**src/rtl/pipe_hazard_ctrl_pkg.sv**
```systemverilog
`default_nettype none
// ============================================================================
// Module      : pipe_hazard_ctrl_pkg
// Description : Shared definitions for the pipeline hazard controller:
//               sequencer state encoding and the default register-address
//               width.
// Revision    : 1.0 - initial release
// ============================================================================
package pipe_hazard_ctrl_pkg;

    localparam int REG_AW_DEFAULT = 5;

    typedef enum logic [1:0] {
        PH_RUN      = 2'd0,
        PH_MEM_WAIT = 2'd1,
        PH_DRAIN    = 2'd2,
        PH_HALTED   = 2'd3
    } ph_state_t;

endpackage
`default_nettype wire

```
**src/rtl/pipe_hazard_ctrl_load_use_detect.sv**
```systemverilog
`default_nettype none
// ============================================================================
// Module      : pipe_hazard_ctrl_load_use_detect
// Description : Combinational load-use comparator. Flags when the load in EX
//               writes a non-zero register that the ID instruction reads.
// Ports       : id_rs1/id_rs2, id_use_rs1/id_use_rs2 - ID source operands
//               ex_mem_read, ex_rd                    - EX load destination
//               hazard                                - load-use hazard bit
// Revision    : 1.0 - initial release
// ============================================================================
module pipe_hazard_ctrl_load_use_detect
    import pipe_hazard_ctrl_pkg::*;
#(
    parameter int REG_AW = REG_AW_DEFAULT
) (
    input  logic [REG_AW-1:0] id_rs1,
    input  logic [REG_AW-1:0] id_rs2,
    input  logic              id_use_rs1,
    input  logic              id_use_rs2,
    input  logic              ex_mem_read,
    input  logic [REG_AW-1:0] ex_rd,
    output logic              hazard
);

    logic w_rs1_hit;
    logic w_rs2_hit;

    assign w_rs1_hit = id_use_rs1 && (id_rs1 == ex_rd);
    assign w_rs2_hit = id_use_rs2 && (id_rs2 == ex_rd);
    // x0 is hardwired to zero, so a load "into" x0 never creates a hazard.
    assign hazard    = ex_mem_read && (ex_rd != '0) && (w_rs1_hit || w_rs2_hit);

endmodule
`default_nettype wire

```
**src/rtl/pipe_hazard_ctrl.sv**
```systemverilog
`default_nettype none
// ============================================================================
// Module      : pipe_hazard_ctrl
// Description : Pipeline sequencer for a 5-stage RV32I core. Produces stall
//               and flush enables for the PC and pipeline registers from
//               load-use hazards, taken branches, fetch/data memory waits and
//               a debug halt/drain/resume sequence.
// Ports       : clk, rst (async, active-high)
//               id_*        - ID operand usage
//               ex_*        - EX load / destination / branch outcome
//               mem_req/mem_ready, imem_ready - memory handshakes
//               halt_req, resume             - debug control
//               pc_stall .. mem_wb_flush     - pipeline control enables
//               halted                       - core drained and stopped
//               perf_stall_cnt, perf_flush_cnt (only with PIPE_HAZARD_PERF_EN)
// Options     : define PIPE_HAZARD_PERF_EN to add saturating perf counters.
// Revision    : 1.0 - initial release
// ============================================================================
module pipe_hazard_ctrl
    import pipe_hazard_ctrl_pkg::*;
#(
    parameter int REG_AW       = REG_AW_DEFAULT,
    parameter int DRAIN_CYCLES = 4,
    parameter int PERF_W       = 32
) (
    input  logic              clk,
    input  logic              rst,
    input  logic [REG_AW-1:0] id_rs1,
    input  logic [REG_AW-1:0] id_rs2,
    input  logic              id_use_rs1,
    input  logic              id_use_rs2,
    input  logic              ex_mem_read,
    input  logic [REG_AW-1:0] ex_rd,
    input  logic              ex_branch_taken,
    input  logic              mem_req,
    input  logic              mem_ready,
    input  logic              imem_ready,
    input  logic              halt_req,
    input  logic              resume,
    output logic              pc_stall,
    output logic              if_id_stall,
    output logic              if_id_flush,
    output logic              id_ex_stall,
    output logic              id_ex_flush,
    output logic              ex_mem_stall,
    output logic              mem_wb_flush,
    output logic              halted
`ifdef PIPE_HAZARD_PERF_EN
    ,
    output logic [PERF_W-1:0] perf_stall_cnt,
    output logic [PERF_W-1:0] perf_flush_cnt
`endif
);

    localparam int CNT_W = (DRAIN_CYCLES > 1) ? $clog2(DRAIN_CYCLES) : 1;

    ph_state_t        r_state;
    ph_state_t        w_next_state;
    logic [CNT_W-1:0] r_drain_cnt;
    logic [CNT_W-1:0] w_next_cnt;
    logic             w_load_use;
    logic             w_mem_wait;
    logic             w_branch_flush;

    pipe_hazard_ctrl_load_use_detect #(
        .REG_AW (REG_AW)
    ) u_load_use_detect (
        .id_rs1      (id_rs1),
        .id_rs2      (id_rs2),
        .id_use_rs1  (id_use_rs1),
        .id_use_rs2  (id_use_rs2),
        .ex_mem_read (ex_mem_read),
        .ex_rd       (ex_rd),
        .hazard      (w_load_use)
    );

    assign w_mem_wait = mem_req && !mem_ready;

    always_ff @(posedge clk or posedge rst) begin
        if (rst) begin
            r_state     <= PH_RUN;
            r_drain_cnt <= '0;
        end else begin
            r_state     <= w_next_state;
            r_drain_cnt <= w_next_cnt;
        end
    end

    always_comb begin
        w_next_state   = r_state;
        w_next_cnt     = r_drain_cnt;
        w_branch_flush = 1'b0;
        pc_stall       = 1'b0;
        if_id_stall    = 1'b0;
        if_id_flush    = 1'b0;
        id_ex_stall    = 1'b0;
        id_ex_flush    = 1'b0;
        ex_mem_stall   = 1'b0;
        mem_wb_flush   = 1'b0;
        halted         = 1'b0;

        case (r_state)
            PH_RUN: begin
                if (w_mem_wait) begin
                    // Full freeze; the data access owns the pipeline.
                    pc_stall     = 1'b1;
                    if_id_stall  = 1'b1;
                    id_ex_stall  = 1'b1;
                    ex_mem_stall = 1'b1;
                    mem_wb_flush = 1'b1;
                    w_next_state = PH_MEM_WAIT;
                end else begin
                    // A taken branch kills the ID instruction, so any
                    // load-use match against it is irrelevant.
                    if (ex_branch_taken) begin
                        if_id_flush    = 1'b1;
                        id_ex_flush    = 1'b1;
                        w_branch_flush = 1'b1;
                    end else if (w_load_use) begin
                        pc_stall    = 1'b1;
                        if_id_stall = 1'b1;
                        id_ex_flush = 1'b1;
                    end else if (!imem_ready) begin
                        pc_stall    = 1'b1;
                        if_id_flush = 1'b1;
                    end
                    if (halt_req) begin
                        w_next_state = PH_DRAIN;
                        w_next_cnt   = CNT_W'(DRAIN_CYCLES - 1);
                    end
                end
            end
            PH_MEM_WAIT: begin
                // The release cycle drives nothing; a held branch is taken
                // up in the following RUN cycle.
                if (!mem_ready) begin
                    pc_stall     = 1'b1;
                    if_id_stall  = 1'b1;
                    id_ex_stall  = 1'b1;
                    ex_mem_stall = 1'b1;
                    mem_wb_flush = 1'b1;
                end else begin
                    w_next_state = PH_RUN;
                end
            end
            PH_DRAIN: begin
                if (w_mem_wait) begin
                    // Wait inside drain: freeze and hold the counter.
                    pc_stall     = 1'b1;
                    if_id_stall  = 1'b1;
                    id_ex_stall  = 1'b1;
                    ex_mem_stall = 1'b1;
                    mem_wb_flush = 1'b1;
                end else begin
                    pc_stall    = 1'b1;
                    if_id_flush = 1'b1;
                    if (ex_branch_taken) begin
                        id_ex_flush    = 1'b1;
                        w_branch_flush = 1'b1;
                    end
                    if (r_drain_cnt == '0) begin
                        w_next_state = PH_HALTED;
                    end else begin
                        w_next_cnt = r_drain_cnt - CNT_W'(1);
                    end
                end
            end
            PH_HALTED: begin
                halted      = 1'b1;
                pc_stall    = 1'b1;
                if_id_flush = 1'b1;
                id_ex_flush = 1'b1;
                if (resume) begin
                    w_next_state = PH_RUN;
                end
            end
            default: begin
                w_next_state = PH_RUN;
            end
        endcase

        // Outputs are forced quiet for as long as reset is held.
        if (rst) begin
            w_branch_flush = 1'b0;
            pc_stall       = 1'b0;
            if_id_stall    = 1'b0;
            if_id_flush    = 1'b0;
            id_ex_stall    = 1'b0;
            id_ex_flush    = 1'b0;
            ex_mem_stall   = 1'b0;
            mem_wb_flush   = 1'b0;
            halted         = 1'b0;
        end
    end

`ifdef PIPE_HAZARD_PERF_EN
    always_ff @(posedge clk or posedge rst) begin
        if (rst) begin
            perf_stall_cnt <= '0;
            perf_flush_cnt <= '0;
        end else begin
            if (pc_stall && (r_state != PH_HALTED) && (perf_stall_cnt != '1)) begin
                perf_stall_cnt <= perf_stall_cnt + PERF_W'(1);
            end
            if (w_branch_flush && (perf_flush_cnt != '1)) begin
                perf_flush_cnt <= perf_flush_cnt + PERF_W'(1);
            end
        end
    end
`else
    logic        w_unused_branch_flush;
    logic [31:0] w_unused_perf_w;
    assign w_unused_branch_flush = w_branch_flush;
    assign w_unused_perf_w       = PERF_W;
`endif

endmodule
`default_nettype wire

```
**config.mk**
```make
export PLATFORM = sky130hd
export DESIGN_NAME = pipe_hazard_ctrl
export DESIGN_NICKNAME = d
export VERILOG_FILES = /design/src/rtl/pipe_hazard_ctrl_pkg.sv /design/src/rtl/pipe_hazard_ctrl_load_use_detect.sv /design/src/rtl/pipe_hazard_ctrl.sv
export SDC_FILE = /design/constraint.sdc
export NUM_CORES = 1
export LEC_CHECK = 0
export CORE_MARGIN = 3
export CORE_UTILIZATION = 38
export CTS_CLUSTER_DIAMETER = 30
export DETAILED_ROUTE_END_ITERATION = 7
export PLACE_DENSITY = 0.8
export SLEW_MARGIN = 20
export SYNTH_ARGS = -nofsm -noshare
export SYNTH_HDL_FRONTEND = slang
export SYNTH_SLANG_ARGS = --single-unit
```
**constraint.sdc**
```tcl
create_clock -name clk -period 5.5 [get_ports clk]
set_input_delay 1.65 -clock clk [delete_from_list [all_inputs] [get_ports clk]]
set_output_delay 1.65 -clock clk [all_outputs]
set_load 0.02 [all_outputs]
```
==> metrics, run 1 <==
outcome=completed; DR vias=618; Layout Cells excl Fill=between 100 and 150; most common cell after layout, fill and taps aside=clkdlybuf4s50_1; CTS root buffer=clkbuf_4; Area growth syn-to-layout=67.22%; clk_lat worst skew=approximately 0.24 ns; worst vdd ir=261.6 uV; flops & latches, synth=4; Reg2Reg Depth=5; fillers=roughly 110; die span in y=43.23 um; worst rel slew slack=72.06%; Crit path arrival time=3.71 ns; Internal=0.1518 mW; die area=1869 um2; nets@finish=129; Post-Syn Area=526.8 um2; WP depth=6; routed length per instance=approximately 14 um; Syn. warnings=0; Crit Path Category=in -> out; Clock Sinks=4; RR Startpoint=r_drain_cnt[1]$_DFFE_PP0P_; MaxCap Viol Count=0; Worst setup endpoint=if_id_flush; Post-Syn Instances=67; worst path required time=3.85 ns; drt first-iter violations=12; share of total power in sequential cells=27.3%; share of cells above drive strength 1=9.000%; largest net degree at the start of global routing=14; initial antenna violation count=0; Worst setup SP type=input port; final period utilization=97.37%; crit-path max FO=3; Post-CTS Setup Bufs=0; RSZ-0062 raised after global routing=false; Longest Clk Path Bufs=2; Clock Skews=0.008006 ns; Switching Fraction=42.61%; Final Critical Period=5.355 ns; # rows=12; Worst Slack Setup Final=0.1446 ns; f_max=186.7 MHz; Max Slew Vio Count=0; slowest CP cell=clkdlybuf4s50_1; P_sw=0.1127 mW; Vias/cell=approximately 5.4; fraction of registers with async set/reset=100.0%; final hold slack=0.5949 ns; vias in the first global route=574; setup violators final=0; gpl congestion=around 0.8; TritonCTS buffer count=3; syn_nets=94; clock power share=around 14%; Comb pwr share=58.6%; Tot Pwr=roughly 0.26 mW; syn avg cell area=7.862 um2; final hold viol count=0; placed cell area=857.1 um2; most frequent CP cell=clkdlybuf4s50_1; Initial DRT Pass Iterations=4; placed cell count=approximately 110; dpl ws=between 0.01 and 0.015 ns; Final Util=73.33%; core area=1201 um2; commonest cells after routing, fill and taps aside=clkdlybuf4s50_1 (31), xor2_1 (8), nor2_1 (6), a21oi_1 (5); I/O Pins=34; PwrDens=300.2 nW/um2; worst slew pin tran=between 0.4 and 0.5 ns; critical path endpoint category=output pin; flop2flop setup slack=4.20 ns; Leakage Power=0.3749 nW; Starting Density=43.85%; total gr overflow=0; ANT nets after route=0; clk slew on worst S/H paths=0.04 ns; Die X-Extent=between 40 and 50 um; Buf+Inv Stages, Crit Path=2; Primary FF master, synth=dfrtp_1; PortBufs=33; crit path launch=ex_rd[3]; setup TNS=0 ns; Netlist cell types=35; htree depth=1; crit-path cells=clkdlybuf4s50_1, or4_1, o21ai_2, or2b_2, o21a_1, clkdlybuf4s50_1; Post-DP HPWL=about 1.3 mm; n_diodes=0; Max stage delay on crit path=about 0.60 ns; final design area excluding fillers=880.8 um2; wirelength, routed=1.615 mm; EDFF count, synth=0; first-pass GRT wire length=~2.5 mm; RR Endpoint=r_drain_cnt[0]$_DFFE_PP0P_; register area share after synthesis=a little under a fifth; CP delay by family, top=buffers and inverters; CTS tree=done; overall routing resource usage=about 17%; DRC Markers=0; HP Class=reg -> reg
## flip-flops by register name, summed over array words and instances (netlist names)
name,flops
r_drain_cnt,2
r_state,2
## Yosys cell counts (all sizes together), types with 2 or more instances
cell type	count	area, um2
a21oi	5	25.02
a2bb2oi	2	17.52
buf	4	25.02
dfrtp	4	100.1
inv	5	18.76
nand2	4	15.01
nor2	6	22.52
nor2b	2	12.51
nor4	2	18.77
o21a	2	15.01
or4	2	15.01
xnor2	2	17.52
xor2	8	70.07
## kinds of logic after synthesis
kind of cell / after synthesis / synth area share [%]
AND/OR/NAND/NOR: 23 / 24.70
adder cells (fa/ha/maj): 1 / 2.375
multiplexers: 2 / 4.038
flip-flops: 4 / 19.00
XOR/XNOR: 10 / 16.63
buffers and inverters: 9 / 8.311
AO/OA/AOI/OAI: 18 / 24.94
## how the worst min path moves through the flow
stage                               startpoint                    endpoint  cells after the start
floorplan           r_drain_cnt[1]$_DFFE_PP0P_  r_drain_cnt[1]$_DFFE_PP0P_                      1
global placement    r_drain_cnt[1]$_DFFE_PP0P_  r_drain_cnt[1]$_DFFE_PP0P_                      1
detailed placement  r_drain_cnt[1]$_DFFE_PP0P_  r_drain_cnt[1]$_DFFE_PP0P_                      1
CTS                 r_drain_cnt[1]$_DFFE_PP0P_  r_drain_cnt[1]$_DFFE_PP0P_                      1
global route        r_drain_cnt[1]$_DFFE_PP0P_  r_drain_cnt[1]$_DFFE_PP0P_                      1
finish              r_drain_cnt[0]$_DFFE_PP0P_  r_drain_cnt[0]$_DFFE_PP0P_                      1
## power groups by stage
| stage | Clock (mW) | Combinational, mW | Sequential [mW] |
|---|---|---|---|
| 2_1_floorplan | 0 | 0.118 | 0.0515 |
| 3_5_place_dp | 0 | 0.156 | 0.0701 |
| 4_1_cts | 0.0382 | 0.155 | 0.0705 |
| 5_1_grt | 0.0391 | 0.168 | 0.0751 |
| 6_report | 0.0372 | 0.155 | 0.0722 |
| 3_3_place_gp | 0 | 0.151 | 0.0691 |
## worst register-to-register path: stages, from the launching register on
cell and delay (ns):
dfrtp_1 0.40, inv_1 0.07, ha_1 0.23, nor3_1 0.07
mux2_2 0.27, a2bb2oi_1 0.17
## layer usage
| metal | share of wire (%) | track usage (%) |
|---|---|---|
| met1 | 47 | 23.13 |
| met2 | 49 | 26.84 |
| met3 | 3.9 | 1.271 |
| met4 | 0 | 7.229 |
| met5 | 0 | 0 |
## layout make-up
| cell class | instances | area (um2) | area share (%) |
|---|---|---|---|
| multi-input cells | 54 | 382.9 | 43.47 |
| well taps | 14 | 17.52 | 1.989 |
| clock buffers | 3 | 22.52 | 2.557 |
| repair buffers | 34 | 339.1 | 38.49 |
| inverters | 5 | 18.77 | 2.131 |
| flip-flops and latches | 4 | 100.1 | 11.36 |
## timing repair
action	4_1_cts	5_1_grt
setup endpoints to repair	1	1
gates resized for setup	1	1
hold buffers	0	0
No activity file was read; power rests on OpenSTA's default activity.
==> run 2: changes to the inputs <==
CAP_MARGIN = 20   (was not set)
SETUP_SLACK_MARGIN = 0.5   (was not set)
==> run 2 against run 1 <==
Effect of this change: clock power barely moved; power fell by 0.85%; global-route usage rose by 0.34 points; non-clock buffer count did not move; largest power group unchanged; combinational power barely moved; critical path depth did not move; core utilization rose by 0.21 points; sequential power barely moved; sequential share of layout area barely moved.
==> metrics, run 2 (synthesis results as in run 1) <==
outcome=completed; final hold viol count=0 (unchanged); Final Util=73.54% (+0.21 points); Final Critical Period=4.969 ns (-0.3869 ns); overall routing resource usage=17.31% (+0.34 points); first-pass GRT wire length=2.525 mm (+1.7%); Crit Path Category=in -> out; Worst setup SP type=input port; Clock Sinks=4 (unchanged); fillers=104 (-2.8%); biggest regs=r_drain_cnt x2, r_state x2; setup violators final=0 (unchanged); Max stage delay on crit path=0.56 ns (-0.04 ns); Max Slew Vio Count=0 (unchanged); commonest cells after routing, fill and taps aside=clkdlybuf4s50_1 (25), xor2_1 (8), nor2_1 (6), a21oi_1 (5); DRC Markers=0 (unchanged); worst path required time=3.85 ns (about the same); I/O Pins=34 (unchanged); clk slew on worst S/H paths=0.04 ns (about the same); ANT nets after route=0 (unchanged); Vias/cell=5.509 (+1.6%); Post-CTS Hold Buffers=0 (unchanged); DR vias=628 (+1.6%); Clock Skews=0.008935 ns (+0.0009293 ns); f_max=201.3 MHz (+7.8%); setup TNS=0 ns (unchanged); CTS root buffer=clkbuf_4; gpl congestion=0.8126 (unchanged); vias in the first global route=578 (+0.70%); Area growth syn-to-layout=67.70%; wirelength, routed=1.712 mm (+6.0%); Initial DRT Pass Iterations=4 (unchanged); die span in y=43.23 um (unchanged); PortBufs=33 (unchanged); Starting Density=43.85% (unchanged); critical path endpoint category=output pin; total gr overflow=0 (unchanged); largest net degree at the start of global routing=14 (unchanged); Internal=0.1471 mW (-3.1%); worst rel slew slack=74.46% (+2.4 points); crit-path max FO=3 (unchanged); CP delay by family, top=simple AND/OR/NAND/NOR gates; share of total power in sequential cells=27.4% (about the same); crit-path cells=clkdlybuf4s50_1, or4_1, o21ai_2, or2b_2, o21a_1, buf_2; final period utilization=90.34% (-7.0 points); P_sw=0.1151 mW (+2.1%); Die X-Extent=43.23 um (unchanged); Crit path arrival time=3.32 ns (-0.39 ns); # rows=12 (unchanged); CTS tree=done; drt first-iter violations=15 (+3); share of cells above drive strength 1=16.00% (+7.0 points); Comb pwr share=58.4% (-0.2 points); Switching Fraction=43.89% (+1.3 points); n_diodes=0 (unchanged); clk_lat worst skew=0.24 ns (about the same); core area=1201 um2 (unchanged); clock power share=14.2% (about the same); worst vdd ir=260.2 uV (-0.53%); most common cell after layout, fill and taps aside=clkdlybuf4s50_1; worst slew pin tran=0.3735 ns (-0.04558 ns); MaxCap Viol Count=0 (unchanged); HP Class=reg -> reg; PwrDens=296.8 nW/um2 (-1.1%); Buf+Inv Stages, Crit Path=2 (unchanged); Register Area=100.1 um2 (unchanged); RSZ-0062 raised after global routing=true; initial antenna violation count=0 (unchanged); die area=1869 um2 (unchanged); Longest Clk Path Bufs=2 (unchanged); slowest CP cell=or4_1; final hold slack=0.5917 ns (-0.003238 ns); area occupied by multi-input gates=400.4 um2 (+4.6%); routed length per instance=15.02 um (+6.0%); TritonCTS buffer count=3 (unchanged); Leakage Power=0.4172 nW (+11%); Post-DP HPWL=1.341 mm (unchanged); nets@finish=129 (unchanged); htree depth=1 (unchanged)
run 2: cell count changes in the layout (fill, tap and decap cells not counted):
cell and change:
o32ai_1 -1, a32oi_2 +1, nor2b_1 -1, clkdlybuf4s50_1 -6
dlymetal6s2s_1 +2, o32ai_2 +1, a32oi_1 -1, buf_2 +4
nor2b_2 +1
run 2: per-layer routing:
metal | track usage, % | part of all wire (%) | up-vias
met2 | 28.02 | 51 | 24
li1 | - | - | 309
met1 | 23.13 | 43 | 293
met3 | 1.271 | 5.9 | 2
met5 | 0 | 0 | -
met4 | 7.229 | 0.88 | 0
run 2: final timing paths:
check                                           startpoint                          to  slack [ns]  cells after the start
worst min register to register  r_drain_cnt[0]$_DFFE_PP0P_  r_drain_cnt[0]$_DFFE_PP0P_        0.59                      1
worst max-delay path                              ex_rd[1]                 if_id_flush        0.53                      6
worst max register to register  r_drain_cnt[0]$_DFFE_PP0P_  r_drain_cnt[0]$_DFFE_PP0P_        4.22                      5
max in group asynchronous                              rst  r_drain_cnt[0]$_DFFE_PP0P_        3.53                      3
min in group asynchronous                              rst      r_state[1]$_DFFE_PP0P_        1.79                      3
worst min-delay path            r_drain_cnt[0]$_DFFE_PP0P_  r_drain_cnt[0]$_DFFE_PP0P_        0.59                      1
run 2: worst reg2reg max path: stages, from the launching register on:
cell and delay, ns:
dfrtp_1 0.39, inv_1 0.07, ha_1 0.23, nor3_1 0.07, mux2_2 0.27, a2bb2oi_1 0.16
run 2: per-stage QoR:
step / power [mW] / cell area (um2) / setup WS, ns / cells
global placement: 0.2204 / 857.1 / 0.009909 / 111
global route: 0.2802 / 883.3 / 0.4116 / 114
finish: 0.2622 / 883.3 / 0.5315 / 114
CTS: 0.2607 / 874.6 / 0.5241 / 114
detailed placement: 0.2259 / 857.1 / 0.01418 / 111
floorplan: 0.1691 / 526.8 / 0.9791 / 67
run 2: timing repair:
action | in CTS | in global routing
pin swaps | 1 | 4
setup endpoints to repair | 4 | 6
gates resized for setup | 20 | 5
buffers inserted | 0 | 0
run 2: power by group through the flow:
stage / combinational [mW] / clock [mW] / sequential, mW
global placement: 0.151 / 0 / 0.0691
finish: 0.153 / 0.0373 / 0.0719
CTS: 0.152 / 0.0382 / 0.0705
floorplan: 0.118 / 0 / 0.0515
detailed placement: 0.156 / 0 / 0.0701
global route: 0.166 / 0.0391 / 0.0751
run 2: final cells by class:
cell class / instances / area share (%)
clock buffer: 3 / 2.550
timing repair buffer: 34 / 36.69
sequential: 4 / 11.33
multi-input combinational: 54 / 45.33
tap: 14 / 1.983
inverter: 5 / 2.125
==> run 3: changes to the inputs <==
--- a/constraint.sdc
+++ b/constraint.sdc
@@ -3,2 +3,2 @@
 set_output_delay 1.65 -clock clk [all_outputs]
-set_load 0.02 [all_outputs]
+set_load 0.05 [all_outputs]
==> run 3 against run 2 <==
Effect of this change: critical path depth is the same; die area is the same; flip-flop and latch count unchanged; sequential share of layout area down 1.1 points; count of clock-buffer cells in the layout stayed put; maximum frequency rose by 0.37%; cell count grew 1.8%; via count shrank 0.16%; register-to-register slack gained 0.04 ns; non-clock buffer count up 2; critical endpoint is now id_ex_flush; largest power group unchanged.
==> metrics, run 3 (synthesis results as in run 1) <==
outcome=completed; placed cell count=111 (unchanged); share of cells above drive strength 1=21.57% (+5.6 points); Detail Route met3 WL=126 um (+25%); met1 WL=755 um (+3.7%); Clock Sinks=4 (unchanged); final hold slack=0.5804 ns (-0.01126 ns); Post-CTS Hold Buffers=0 (unchanged); Initial DRT Pass Iterations=4 (unchanged); Worst setup SP type=input port; initial antenna violation count=0 (unchanged); core area=1201 um2 (unchanged); final design area excluding fillers=982.2 um2 (+11%); overall routing resource usage=17.18% (-0.13 points); Area growth syn-to-layout=86.46%; dpl ws=0.3568 ns (+0.3427 ns); setup violators final=0 (unchanged); highest routing layer actually used=met3; Layout Cells excl Fill=116 (+1.8%); Starting Density=43.85% (unchanged); Register Area=100.1 um2 (unchanged); Leakage Power=0.4471 nW (+7.2%); f_max=202.0 MHz (+0.37%); Final Critical Period=4.950 ns (-0.01820 ns); total gr overflow=0 (unchanged); critical path endpoint category=output pin; CTS tree=done; HP Class=reg -> reg; fillers=82 (-21%); worst vdd ir=304.0 uV (+17%); # rows=12 (unchanged); htree depth=1 (unchanged); Vias/cell=5.405 (-1.9%); Clock Skews=0.007314 ns (-0.001621 ns); placed cell area=909.6 um2 (+6.1%); area occupied by multi-input gates=419.2 um2 (+4.7%); Final Util=81.77% (+8.2 points); die area=1869 um2 (unchanged); final hold viol count=0 (unchanged); RR Startpoint=r_drain_cnt[0]$_DFFE_PP0P_; biggest regs=r_drain_cnt x2, r_state x2; crit-path max FO=4 (+1); flop2flop setup slack=4.26 ns (+0.04 ns); routed length per instance=14.04 um (-6.5%); final period utilization=90.01% (-0.33 points); gpl congestion=0.7658 (-5.8%); DRC Markers=0 (unchanged); worst slew pin tran=0.4999 ns (+0.1264 ns); I/O Pins=34 (unchanged); RR Endpoint=r_drain_cnt[0]$_DFFE_PP0P_; PortBufs=33 (unchanged); Worst Slack Setup Final=0.5497 ns (+0.01820 ns); largest net degree at the start of global routing=14 (unchanged); HP Start=r_drain_cnt[1]$_DFFE_PP0P_; crit path launch=ex_rd[3]; Crit path arrival time=3.30 ns (-0.02 ns); ANT nets after route=0 (unchanged); setup TNS=0 ns (unchanged); MaxCap Viol Count=0 (unchanged); Crit Path Category=in -> out; Met2 Wirelength=747 um (-14%); Die X-Extent=43.23 um (unchanged); CTS root buffer=clkbuf_4; vias in the first global route=546 (-5.5%); die span in y=43.23 um (unchanged); first-pass GRT wire length=2.456 mm (-2.7%); clk slew on worst S/H paths=0.04 ns (about the same); Worst setup endpoint=id_ex_flush; wirelength, routed=1.629 mm (-4.8%); n_diodes=0 (unchanged); drt first-iter violations=12 (-3); most common cell after layout, fill and taps aside=clkdlybuf4s50_1; Post-DP HPWL=1.285 mm (-4.2%); PwrDens=315.5 nW/um2 (+6.3%); Tot Pwr=0.3099 mW (+18%); worst rel slew slack=66.20% (-8.3 points); DR vias=627 (-0.16%); worst path required time=3.85 ns (about the same); nets@finish=131 (+1.6%); RSZ-0062 raised after global routing=false; TritonCTS buffer count=3 (unchanged); commonest cells after routing, fill and taps aside=clkdlybuf4s50_1 (22), xor2_1 (8), nor2_1 (6), a21oi_1 (5); clk_lat worst skew=0.24 ns (about the same); Longest Clk Path Bufs=2 (unchanged); Reg2Reg Depth=5 (unchanged); Max Slew Vio Count=0 (unchanged)
-- run 3: where the power goes --
part           total, mW  switching (mW)  leakage, nW  internal, mW
sequential        0.0704          0.0270       0.0452        0.0434
clock             0.0365          0.0121       0.0138        0.0244
combinational      0.203           0.101        0.388         0.102
-- run 3: routing by layer --
metal,up-vias,GRT usage [%]
li1,316,-
met1,287,25.56
met2,24,24.48
met3,0,5.508
met4,0,1.807
met5,-,0
-- run 3: cell type report --
type / instances / area share [%]
Clock buffer: 3 / 2.293
Sequential cell: 4 / 10.19
Inverter: 5 / 1.911
Tap cell: 14 / 1.783
Multi-Input combinational cell: 54 / 42.68
Timing Repair Buffer: 36 / 41.15
-- run 3: what timing repair did --
action,in CTS,in global routing
endpoints found under the setup margin,6,4
gates resized for setup,5,8
setup buffers,0,2
pin swaps,2,5
-- run 3: how the worst min path moves through the flow --
stage | slack (ns) | depth (start not counted) | to
global route | 0.60 | 1 | r_drain_cnt[0]$_DFFE_PP0P_
global placement | 0.57 | 1 | r_drain_cnt[1]$_DFFE_PP0P_
floorplan | 0.53 | 1 | r_drain_cnt[1]$_DFFE_PP0P_
detailed placement | 0.58 | 1 | r_drain_cnt[1]$_DFFE_PP0P_
CTS | 0.59 | 1 | r_drain_cnt[1]$_DFFE_PP0P_
finish | 0.58 | 1 | r_drain_cnt[1]$_DFFE_PP0P_
-- run 3: worst max-delay path, stage by stage --
cell,delay [ns]
clkdlybuf4s50_1,0.47
xor2_1,0.20
nor4_2,0.27
a32oi_2,0.15
o32ai_2,0.34
clkbuf_16,0.22
==> RTL change 1 (flow settings as in run 1) <==
Re-encode `ph_state_t` (4 states) as Gray code, 2 bits wide.
--- a/src/rtl/pipe_hazard_ctrl_pkg.sv
+++ b/src/rtl/pipe_hazard_ctrl_pkg.sv
@@ -11,10 +11,10 @@
     localparam int REG_AW_DEFAULT = 5;
 
     typedef enum logic [1:0] {
-        PH_RUN      = 2'd0,
-        PH_MEM_WAIT = 2'd1,
-        PH_DRAIN    = 2'd2,
-        PH_HALTED   = 2'd3
+        PH_RUN      = 2'b00,
+        PH_MEM_WAIT = 2'b01,
+        PH_DRAIN    = 2'b11,
+        PH_HALTED   = 2'b10
     } ph_state_t;
 
 endpackage
Behaviour: same outputs for any inputs over 10 cycles, from zero or initial values and one cycle with rst high; not proved beyond that.
==> RTL change 1 against run 1 <==
Setup slack worse by 0.066 ns; utilization is 8.0 points lower; die area is 17% higher; sequential share of layout area is 1.4 points lower; non-clock buffer count is 1 higher; largest cell class unchanged; design area is 14% higher; sequential cell count stayed put; area after synthesis is 20% higher; routed wire length is 4.8% higher; power is 29% higher.
==> RTL change 1: results (changes against run 1) <==
path class of the lowest-slack min-delay path -> reg2reg
H-tree depth -> 1 (unchanged)
Sw Pwr -> 149 uW (+32%)
syn nets -> 112 (+19%)
count of endpoints failing setup in the final report -> 0 (unchanged)
antenna fix cells -> 0 (unchanged)
VDD IR max -> 0.215 mV (-18%)
ranking of synthesized cells by instance count -> sky130_fd_sc_hd__xor2_1, sky130_fd_sc_hd__ha_1, sky130_fd_sc_hd__a21oi_1, sky130_fd_sc_hd__inv_1, sky130_fd_sc_hd__nand2b_1
leakage power summed over all cells -> 0.000406 uW (+8.4%)
Critical Path Fanout Max -> 4 (+1)
count of nets left with antenna violations after detail routing -> 0 (unchanged)
wire length after detailed routing -> 1.69 mm (+4.8%)
share of async-settable or async-resettable flops after synthesis -> 100% (unchanged)
Seq/Total Area, Yosys -> 15.8% (-3.2 points)
MaxCap Viol Count -> 0 (unchanged)
fraction of layout instances using a drive strength above 1 -> 11.3% (+2.3 points)
clock transition at the registers of the reported paths -> 0.03 ns
root buffer cell -> sky130_fd_sc_hd__clkbuf_4
global router's overall resource usage -> 17.1% (+0.14 points)
Ys Warns -> 0 (unchanged)
Port Buffer Count -> 33 (unchanged)
antenna violations before repair -> 0 (unchanged)
Clk Latency, worst-skew pair -> 0.23 ns
Setup Fix Bufs, Post-CTS -> 0 (unchanged)
drt initial violations -> 14 (+2)
number of gates resized after CTS -> 0 (-1)
Final GP Congestion -> 0.780 (-4.0%)
Synth Flop Type -> sky130_fd_sc_hd__dfrtp_1
fin nets -> 150 (+16%)
registers with the most flip-flops -> r_drain_cnt x2, r_state x2
vias per inst -> 5.09 (-6.1%)
number of global-route vias before repair -> 622 (+8.4%)
crit path DAT -> 3.77 ns (+0.06 ns)
CTS buffer count -> 3 (unchanged)
Netlist cell types -> 32 (-8.6%)
First-pass DRT Iterations -> 4 (unchanged)
slew at the pin closest to its max-slew limit -> 0.338 ns (-0.0815 ns)
final clock skew -> 0.00118 ns (-0.00683 ns)
maximum buffer depth of the clock tree -> 2 (unchanged)
count of filler cells inserted in the layout -> 143 (+34%)
result of the run -> finished, final reports clean
global-route wire length before repair -> 2.71 mm (+9.1%)
leading cell types by total area after synthesis -> sky130_fd_sc_hd__dfrtp_1, sky130_fd_sc_hd__ha_1, sky130_fd_sc_hd__xor2_1
post-detail-place hpwl -> 1.47 mm (+9.3%)
largest net degree at the start of global routing -> 9 (-5)
-- RTL change 1: worst max-delay path, stage by stage --
cell and delay (ns):
sky130_fd_sc_hd__clkdlybuf4s50_1 0.47, sky130_fd_sc_hd__or4_1 0.58, sky130_fd_sc_hd__o21ai_2 0.19, sky130_fd_sc_hd__o21bai_1 0.13, sky130_fd_sc_hd__o31a_2 0.13, sky130_fd_sc_hd__clkdlybuf4s50_1 0.61
-- RTL change 1: layout make-up --
class                   instances  area [um2]  area share [%]
clock buffers                   3        22.5            2.24
multi-input cells              67         497            49.3
flip-flops and latches          4         100            9.94
inverters                       6        22.5            2.24
well taps                      16        20.0            1.99
repair buffers                 35         345            34.3
-- RTL change 1: power by group through the flow --
stage / clock network (uW) / logic, uW / registers, uW
after floorplan: 0 / 170 / 50.2
after global placement: 0 / 248 / 51.5
after detailed placement: 0 / 252 / 53.3
after CTS: 36.5 / 252 / 53.1
after global routing: 36.1 / 280 / 56.4
final: 34.1 / 253 / 52.9
-- RTL change 1: kinds of logic (layout without fill, tap and decap cells) --
family	count (synthesis)	after routing	synth area share (%)
compound gates	20	20	20.9
buf+inv	8	44	5.92
flops	4	4	15.8
mux	1	1	1.78
xor+xnor	10	10	13.8
fa+ha+maj	7	7	13.8
simple gates	29	29	28.0
-- RTL change 1: final timing paths --
check,startpoint,endpoint,slack (ns),depth (start not counted)
max in group asynchronous,rst,r_drain_cnt[1]$_DFFE_PP0P_,3.47,3
min reg2reg,r_drain_cnt[1]$_DFFE_PP0P_,r_drain_cnt[1]$_DFFE_PP0P_,0.52,2
min,r_drain_cnt[1]$_DFFE_PP0P_,r_drain_cnt[1]$_DFFE_PP0P_,0.52,2
max reg2reg,r_state[0]$_DFFE_PP0P_,r_state[0]$_DFFE_PP0P_,3.68,6
max,ex_rd[1],if_id_flush,0.08,6
min in group asynchronous,rst,r_state[0]$_DFFE_PP0P_,1.88,3
-- RTL change 1: per-layer routing --
metal	up-vias	GRT usage (%)	routed length, um
met4	0	7.18	0
met1	306	23.0	824
met2	7	27.4	833
li1	354	-	-
met5	-	0	0
met3	0	2.30	34
-- RTL change 1: metrics by stage --
step                cell area (um2)  setup WS, ns  util, %  cells  total power, uW
detailed placement              985        0.0965     63.9    128              305
global route                   1010       0.00874     65.3    131              373
global placement                985         0.106     63.9    128              299
CTS                            1010        0.0945     65.3    131              342
finish                         1010        0.0788     65.3    131              340
floorplan                       634         0.986        -     79              220
==> RTL change 2 (flow settings as in run 1) <==
Without the edit above. `DRAIN_CYCLES`: 4 -> 8.
--- a/src/rtl/pipe_hazard_ctrl.sv
+++ b/src/rtl/pipe_hazard_ctrl.sv
@@ -20,7 +20,7 @@
     import pipe_hazard_ctrl_pkg::*;
 #(
     parameter int REG_AW       = REG_AW_DEFAULT,
-    parameter int DRAIN_CYCLES = 4,
+    parameter int DRAIN_CYCLES = 8,
     parameter int PERF_W       = 32
 ) (
     input  logic              clk,
Check against the original RTL: not equivalent (a bounded check fails within 10 cycles, from zero or initial values and one cycle with rst high).
==> RTL change 2 against run 1 <==
Routed wire length decreased by 11%; sequential cell count is 1 higher; design area grew 6.4%; area after synthesis up 10%; power rose by 2.2%; hold slack worse by 0.090 ns; setup slack better by 0.0012 ns; count of clock-buffer cells in the layout is 1 higher; final cell count grew 6.1%; critical endpoint is now if_id_stall.
==> RTL change 2: results (changes against run 1) <==
routed len/inst -> 11.8 um (-17%)
count of filler cells inserted in the layout -> 116 (+8.4%)
worst reg2reg startpoint -> r_drain_cnt[0]$_DFFE_PP0P_
Final GP Congestion -> 0.814 (+0.18%)
number of global-route vias before repair -> 573 (-0.17%)
leakage power summed over all cells -> 0.000394 uW (+5.2%)
final clock skew -> 0.00459 ns (-0.00341 ns)
number of gates resized after CTS -> 0 (-1)
placed standard-cell area -> 911 um2 (+6.3%)
min-delay src -> r_drain_cnt[1]$_DFFE_PP0P_
result of the run -> finished, final reports clean
Worst R2R Setup Slack -> 3.91 ns (-0.29 ns)
wire length after detailed routing -> 1.43 mm (-11%)
Cells after Synth -> 72 (+7.5%)
fin nets -> 135 (+4.7%)
largest net degree at the start of global routing -> 11 (-3)
Netlist cell types -> 32 (-8.6%)
crit path DAT -> 3.70 ns (about the same)
post-detail-place hpwl -> 1.24 mm (-7.4%)
antenna violations before repair -> 0 (unchanged)
Seq/Total Area, Yosys -> 21.6% (+2.6 points)
dpl cells -> 117 (+5.4%)
fraction of layout instances using a drive strength above 1 -> 10.4% (+1.4 points)
worst reg2reg path endpoint -> r_drain_cnt[2]$_DFFE_PP0P_
ranking of synthesized cells by instance count -> sky130_fd_sc_hd__xor2_1, sky130_fd_sc_hd__nand2_1, sky130_fd_sc_hd__inv_1
registers with the most flip-flops -> r_drain_cnt x3, r_state x2
routed wl met3 -> 105 um (+67%)
slew at the pin closest to its max-slew limit -> 0.367 ns (-0.0519 ns)
Critical Path Fanout Max -> 4 (+1)
DR vias -> 628 (+1.6%)
global-route wire length before repair -> 2.37 mm (-4.5%)
met1 wire length -> 557 um (-27%)
routed length on met2 -> 761 um (-4.2%)
Critical Path Max Stage Delay -> 0.63 ns (+0.03 ns)
VDD IR max -> 0.151 mV (-42%)
drt initial violations -> 4 (-8)
leading cell types by total area after synthesis -> sky130_fd_sc_hd__dfrtp_1, sky130_fd_sc_hd__xor2_1, sky130_fd_sc_hd__mux2_2
capture endpoint of the worst hold path -> r_drain_cnt[1]$_DFFE_PP0P_
syn nets -> 100 (+6.4%)
Worst Reg-to-Reg Cells -> 7 (+2)
uppermost layer routed -> met4
RTL change 2: cell types whose count changed after synthesis, sizes merged, moves of 2 or more:
cell | before | now
nand2 | 4 | 7
a2bb2oi | 2 | 0
mux2 | 1 | 3
o21ai | 1 | 3
RTL change 2: layout make-up:
class                   count  area share (%)
clock buffers               4            2.80
flip-flops and latches      5            13.4
multi-input cells          56            43.0
inverters                   7            2.80
repair buffers             34            36.0
well taps                  15            2.00
RTL change 2: per-stage QoR:
stage | util [%] | hold WS [ns] | worst slack [ns] | power, uW
3_5_place_dp | 66.7 | 0.495 | 0.128 | 230
6_report | 68.6 | 0.505 | 0.146 | 270
4_1_cts | 68.6 | 0.505 | 0.130 | 273
2_1_floorplan | - | 0.481 | 1.02 | 176
3_3_place_gp | 66.7 | 0.491 | 0.150 | 226
5_1_grt | 68.6 | 0.510 | 0.0380 | 295
RTL change 2: critical path, delay by kind of cell:
family,cells,cell delay [ns]
buffers and inverters,2,1.10
AND/OR/NAND/NOR,1,0.28
AO/OA/AOI/OAI,2,0.47
XOR/XNOR,1,0.20
RTL change 2: worst max-delay path by stage:
stage               startpoint           to  slack (ns)  cells past startpoint
floorplan             ex_rd[4]  if_id_stall        1.02                      4
global placement      ex_rd[0]  if_id_stall        0.15                      6
detailed placement    ex_rd[0]  if_id_stall        0.13                      6
CTS                   ex_rd[0]  if_id_stall        0.13                      6
global route          ex_rd[0]  if_id_stall        0.04                      6
finish                ex_rd[4]  if_id_stall        0.15                      6
RTL change 2: logic make-up after synthesis:
kind of cell	synth area share, %
AND/OR/NAND/NOR	25.5
adder cells (fa/ha/maj)	4.32
AO/OA/AOI/OAI	17.1
buffers and inverters	8.85
multiplexers	7.56
XOR/XNOR	15.1
flip-flops	21.6
RTL change 2: per-layer routing:
metal / GRT usage, % / vias up
li1: - / 317
met4: 4.09 / 0
met2: 25.7 / 25
met5: 0 / -
met3: 4.38 / 2
met1: 19.6 / 284
RTL change 2: power breakdown:
part | switching (uW) | internal [uW]
Combinational | 69.8 | 83.7
Sequential | 22.4 | 52.3
Clock | 14.6 | 27.4
Total | 107 | 163
